<file path="src/rtl/cmp_slice_accumulator.sv">
// cmp_slice_accumulator: folds MSB-first 2-bit slice compare results
// (g/l/e) into a registered word-level gt/lt/eq result.
// The first non-equal slice decides the word; later slices are only counted.
// Optional build macro CMP_ONEHOT_CHECK_EN: flags non-one-hot slices on a
// sticky err output and decodes them as equal. Without the macro, err is 0
// and slices decode with priority g > l > e.
module cmp_slice_accumulator #(
    parameter int NSLICES = 4
) (
    input  logic       clk,
    input  logic       rst_n,
    input  logic       start,
    input  logic       slice_valid,
    input  logic       g,
    input  logic       l,
    input  logic       e,
    output logic       busy,
    output logic       done,
    output logic       gt,
    output logic       lt,
    output logic       eq,
    output logic [3:0] slice_cnt,
    output logic       err
);

    typedef enum logic [1:0] {
        S_IDLE = 2'd0,
        S_RUN  = 2'd1,
        S_DONE = 2'd2
    } state_t;

    // slice_cnt is 4 bits; it saturates at 15 so NSLICES=16 still terminates
    localparam logic [3:0] LAST_CNT = 4'(NSLICES - 1);
    localparam logic [3:0] MAX_CNT  = 4'hF;

    state_t     r_state;
    state_t     w_next;
    logic       r_decided;
    logic       r_gt;
    logic       r_lt;
    logic       r_eq;
    logic [3:0] r_cnt;

    logic w_accept;
    logic w_launch;
    logic w_last;
    logic w_g;
    logic w_l;

    assign w_accept = (r_state == S_RUN) && slice_valid;
    // start is only honoured outside RUN; it also swallows any same-cycle slice
    assign w_launch = (r_state != S_RUN) && start;
    assign w_last   = w_accept && (r_cnt == LAST_CNT);

`ifdef CMP_ONEHOT_CHECK_EN
    logic w_onehot;
    logic r_err;

    // exactly one of three: odd parity rules out 0 and 2, the AND rules out 3
    assign w_onehot = (g ^ l ^ e) & ~(g & l & e);
    // a malformed slice decodes as equal so it can never decide the word
    assign w_g      = g & w_onehot;
    assign w_l      = l & w_onehot;
    assign err      = r_err;

    // sticky protocol error, cleared only by reset
    always_ff @(posedge clk or negedge rst_n) begin
        if (!rst_n) begin
            r_err <= 1'b0;
        end else if (w_accept && !w_onehot) begin
            r_err <= 1'b1;
        end
    end
`else
    // e carries no information once g and l are known; kept for port parity
    logic w_unused_e;
    assign w_unused_e = e;
    assign w_g        = g;
    assign w_l        = l & ~g;
    assign err        = 1'b0;
`endif

    // state register
    always_ff @(posedge clk or negedge rst_n) begin
        if (!rst_n) begin
            r_state <= S_IDLE;
        end else begin
            r_state <= w_next;
        end
    end

    // next-state: DONE lasts one cycle unless a new word starts right away
    always_comb begin
        w_next = r_state;
        case (r_state)
            S_IDLE:  w_next = start ? S_RUN : S_IDLE;
            S_RUN:   w_next = w_last ? S_DONE : S_RUN;
            S_DONE:  w_next = start ? S_RUN : S_IDLE;
            default: w_next = S_IDLE;
        endcase
    end

    // word result and slice count; held outside RUN until the next start
    always_ff @(posedge clk or negedge rst_n) begin
        if (!rst_n) begin
            r_cnt     <= 4'd0;
            r_decided <= 1'b0;
            r_gt      <= 1'b0;
            r_lt      <= 1'b0;
            r_eq      <= 1'b0;
        end else if (w_launch) begin
            r_cnt     <= 4'd0;
            r_decided <= 1'b0;
            r_gt      <= 1'b0;
            r_lt      <= 1'b0;
            r_eq      <= 1'b1;
        end else if (w_accept) begin
            if (r_cnt != MAX_CNT) begin
                r_cnt <= r_cnt + 4'd1;
            end
            if (!r_decided) begin
                if (w_g) begin
                    r_gt      <= 1'b1;
                    r_eq      <= 1'b0;
                    r_decided <= 1'b1;
                end else if (w_l) begin
                    r_lt      <= 1'b1;
                    r_eq      <= 1'b0;
                    r_decided <= 1'b1;
                end
            end
        end
    end

    assign busy      = (r_state == S_RUN);
    assign done      = (r_state == S_DONE);
    assign gt        = r_gt;
    assign lt        = r_lt;
    assign eq        = r_eq;
    assign slice_cnt = r_cnt;

endmodule

</file>
<file path="config.mk">
export PLATFORM = sky130hd
export DESIGN_NAME = cmp_slice_accumulator
export DESIGN_NICKNAME = d
export VERILOG_FILES = /design/src/rtl/cmp_slice_accumulator.sv
export SDC_FILE = /design/constraint.sdc
export NUM_CORES = 1
export LEC_CHECK = 0
export CORE_MARGIN = 2
export CORE_UTILIZATION = 33
export CTS_CLUSTER_DIAMETER = 120
export DETAILED_ROUTE_END_ITERATION = 10
export GPL_ROUTABILITY_DRIVEN = 0
export HOLD_SLACK_MARGIN = 0.08
export REMOVE_ABC_BUFFERS = 1
export SETUP_SLACK_MARGIN = 0.05
export SLEW_MARGIN = 15
export SYNTH_ARGS = -nofsm -noshare
export SYNTH_HDL_FRONTEND = slang
export SYNTH_SLANG_ARGS = --single-unit
</file>
<file path="constraint.sdc">
create_clock -name clk -period 1.1 [get_ports clk]
set_input_delay 0.165 -clock clk [delete_from_list [all_inputs] [get_ports clk]]
set_output_delay 0.165 -clock clk [all_outputs]
set_load 0.02 [all_outputs]
</file>
==> impl_metrics.csv <==
group,metric,value,unit
hold_path,hold_class,"input pin to async pin",
pwr,pwr-share-comb,54.8,%
synth,yosysWarningCount,0,
cts,clock_latency,0.27,ns
placement,dp_hpwl,829,um
critical_path,critPathMaxStageDelay,0.40,ns
layout,layout-drive-gt1-share,53.6,%
detailed_routing,vias,495,
floorplanning,fp.dieH,42.2,um
layout,antenna_cells,0,
floorplanning,core.rowCount,13,
critical_path,path_cells,"buf_6, nand3b_1, or3_1, a21oi_2",
floorplanning,dieArea,1780,um2
detailed_routing,final_antenna_net_count,0,
cts,postCtsHoldBufs,0,
cts,root_buffer,"clkbuf_4",
flow_run,cap_violations,0,
grt,grt_pass1_wl,2.11,mm
pwr,switchingPower,787,uW
detailed_routing,post_drt_wl_per_cell,12.6,um
sta,fin_crit_sh,119,%
layout,final_cell_mix,"15 x buf_4, 10 x dfrtp_1, 10 x buf_6",
pwr,p_sw_share,37.1,%
detailed_routing,drt_first_pass_iters,3,
layout,syn_to_final_growth,80.5,%
sta,maxSlewViolCount,0,
floorplanning,start_util,36.0,%
floorplanning,coreArea,1330,um2
floorplanning,io_pins,17,
grt,grt_start_max_net_pins,11,
placement,dp_cells,90,
detailed_routing,drt_iter0_markers,2,
critical_path,cp_max_fo,4,
grt,antenna_found_initial,0,
critical_path,critPathCaptureType,"flip-flop",
grt,globalRouteOverflowTotal,0,
sta,report.final.hold_viol_count,0,
floorplanning,die_x,42.2,um
sta,setup_viol,12,
grt,grt_usage,15.9,%
outcome,violations,"setup timing",
critical_path,required,1.30,ns
detailed_routing,wl,1.25,mm
synth,synth_area_per_cell,10.0,um2
outcome,outcome,"complete, but fails checks",
sta,rsz0062_at_grt,"yes",
critical_path,worstPathBufferInverterCount,1,
cts,numCtsBuffers,3,
pwr,ir_worst_vdd,1190,uV
cts,cts_tree,"yes",
cts,cts.path.max_buffers,2,
critical_path,cp.arrival,1.51,ns
detailed_routing,vias_per_cell,5.00,
sta,fmax,763,MHz
synth,synth.distinct_cells,22,
cts,h-tree-depth,1,
layout,stdcell_count,99,
pwr,power_density,2450,nW/um2
layout,nets,93,
layout,post-route-util,65.0,%
critical_path,cp_slowest_cell,"or3_1",
sta,skew,0.00682,ns
cts,cts.reportedPaths.clkPinSlew,0.07,ns
synth,syn_inst,48,
detailed_routing,drc,0,
pwr,intPower,1.34,mW
sta,fin_crit,1.31,ns
pwr,pwr-share-clk,15.6,%
pwr,p_leak,0.422,nW
cts,cts.sinks,10,
synth,ys_seq_elements,10,
synth,yosysSeqAreaShare,52.1,%
critical_path,startpoint_type,"flip-flop",
grt,grt_pass1_vias,508,
placement,port-buffer-count,14,
critical_path,critical_path_class,"flip-flop to flip-flop",
synth,synth_area,480,um2
layout,layout_commonest_cell,"buf_4",
pwr,seqPwrFrac,29.6,%
critical_path,cpLargestDelayFamily,"simple AND/OR/NAND/NOR gates",
sta,finalWorstSetupSlack,-0.210,ns
## cells in the mapped netlist
| library cell | number | area share [%] |
|---|---|---|
| dfrtp_1 | 10 | 52 |
| o21ai_0 | 6 | 6.3 |
| a21oi_1 | 4 | 4.2 |
| inv_1 | 4 | 3.1 |
| nand3_1 | 4 | 4.2 |
| nor2_1 | 3 | 2.3 |
| mux2i_1 | 2 | 4.2 |
| a21o_1 | 1 | 1.6 |
| a31oi_1 | 1 | 1.3 |
| and2b_1 | 1 | 1.6 |
| and3_1 | 1 | 1.3 |
| and3b_1 | 1 | 1.8 |
| and4bb_2 | 1 | 2.6 |
| buf_4 | 1 | 1.6 |
| conb_1 | 1 | 0.78 |
| ha_1 | 1 | 2.6 |
| nand3b_1 | 1 | 1.6 |
| nor3_1 | 1 | 1.0 |
| nor4b_1 | 1 | 1.8 |
| o22ai_1 | 1 | 1.3 |
| or2b_1 | 1 | 1.6 |
| or3_1 | 1 | 1.3 |
## metal layers
metal,up-vias,track usage [%],part of all wire [%]
li1,242,-,-
met1,237,19.1,43
met2,14,26.3,51
met3,2,8.19,6.2
met4,0,1.88,0.48
met5,-,0,0
## per-stage QoR
step	setup TNS, ns	cell area (um2)	setup slack [ns]	hold slack, ns	power, mW
floorplan	-0.981	473	-0.281	-0.131	1.06
global placement	-2.71	737	-0.322	0.468	1.60
detailed placement	-2.91	737	-0.345	0.468	1.62
CTS	-1.70	827	-0.232	0.174	2.04
global route	-2.51	867	-0.289	0.212	2.29
finish	-1.63	867	-0.210	0.178	2.12
## registers in the layout, indices dropped and copies added, names as in the netlist
name / cells
r_state: 2
slice_cnt: 4
gt: 1
lt: 1
r_decided: 1
eq: 1
## power by group through the flow
stage / clock network, mW / logic (mW) / registers, mW
2_1_floorplan: 0 / 0.299 / 0.760
3_5_place_dp: 0 / 1.01 / 0.612
6_report: 0.331 / 1.16 / 0.628
5_1_grt: 0.361 / 1.27 / 0.658
3_3_place_gp: 0 / 0.987 / 0.613
4_1_cts: 0.345 / 1.08 / 0.616
## logic make-up (layout without fill, tap and decap cells)
kind of cell,count (synthesis),after routing,share of synthesized area [%]
muxes,2,2,4.17
AOI/OAI and AO/OA,13,13,14.6
other,1,1,0.781
DFF,10,10,52.1
adders and majority gates,1,1,2.60
and+or+nand+nor,16,16,21.1
buffers and inverters,5,41,4.69
## repair_timing
item                       in CTS  in global routing
pin swaps                      10                  5
setup buffers                   6                  1
setup endpoints to repair      19                 16
resized for setup              60                  9
gates cloned                    0                  0
## cell type report
cell class                 count  area, um2
fill                         132        467
timing repair buffer          33        290
multi-input combinational     33        256
sequential                    10        250
clock buffer                   4       36.3
tap                           15       18.8
inverter                       4       15.0
## path summary, 6_finish.rpt
path | start | to | slack, ns | depth (start not counted)
setup / recovery | r_state[1]$_DFF_PN0_ | slice_cnt[0]$_DFFE_PN0P_ | -0.21 | 4
setup reg to reg | r_state[1]$_DFF_PN0_ | slice_cnt[0]$_DFFE_PN0P_ | -0.21 | 4
max in group asynchronous | rst_n | gt$_DFFE_PN0P_ | 0.77 | 2
hold reg to reg | eq$_DFFE_PN0P_ | eq$_DFFE_PN0P_ | 0.48 | 1
hold / removal | rst_n | slice_cnt[3]$_DFFE_PN0P_ | 0.18 | 2
min in group clk | eq$_DFFE_PN0P_ | eq$_DFFE_PN0P_ | 0.48 | 1
(Power assumes the default switching activity.)
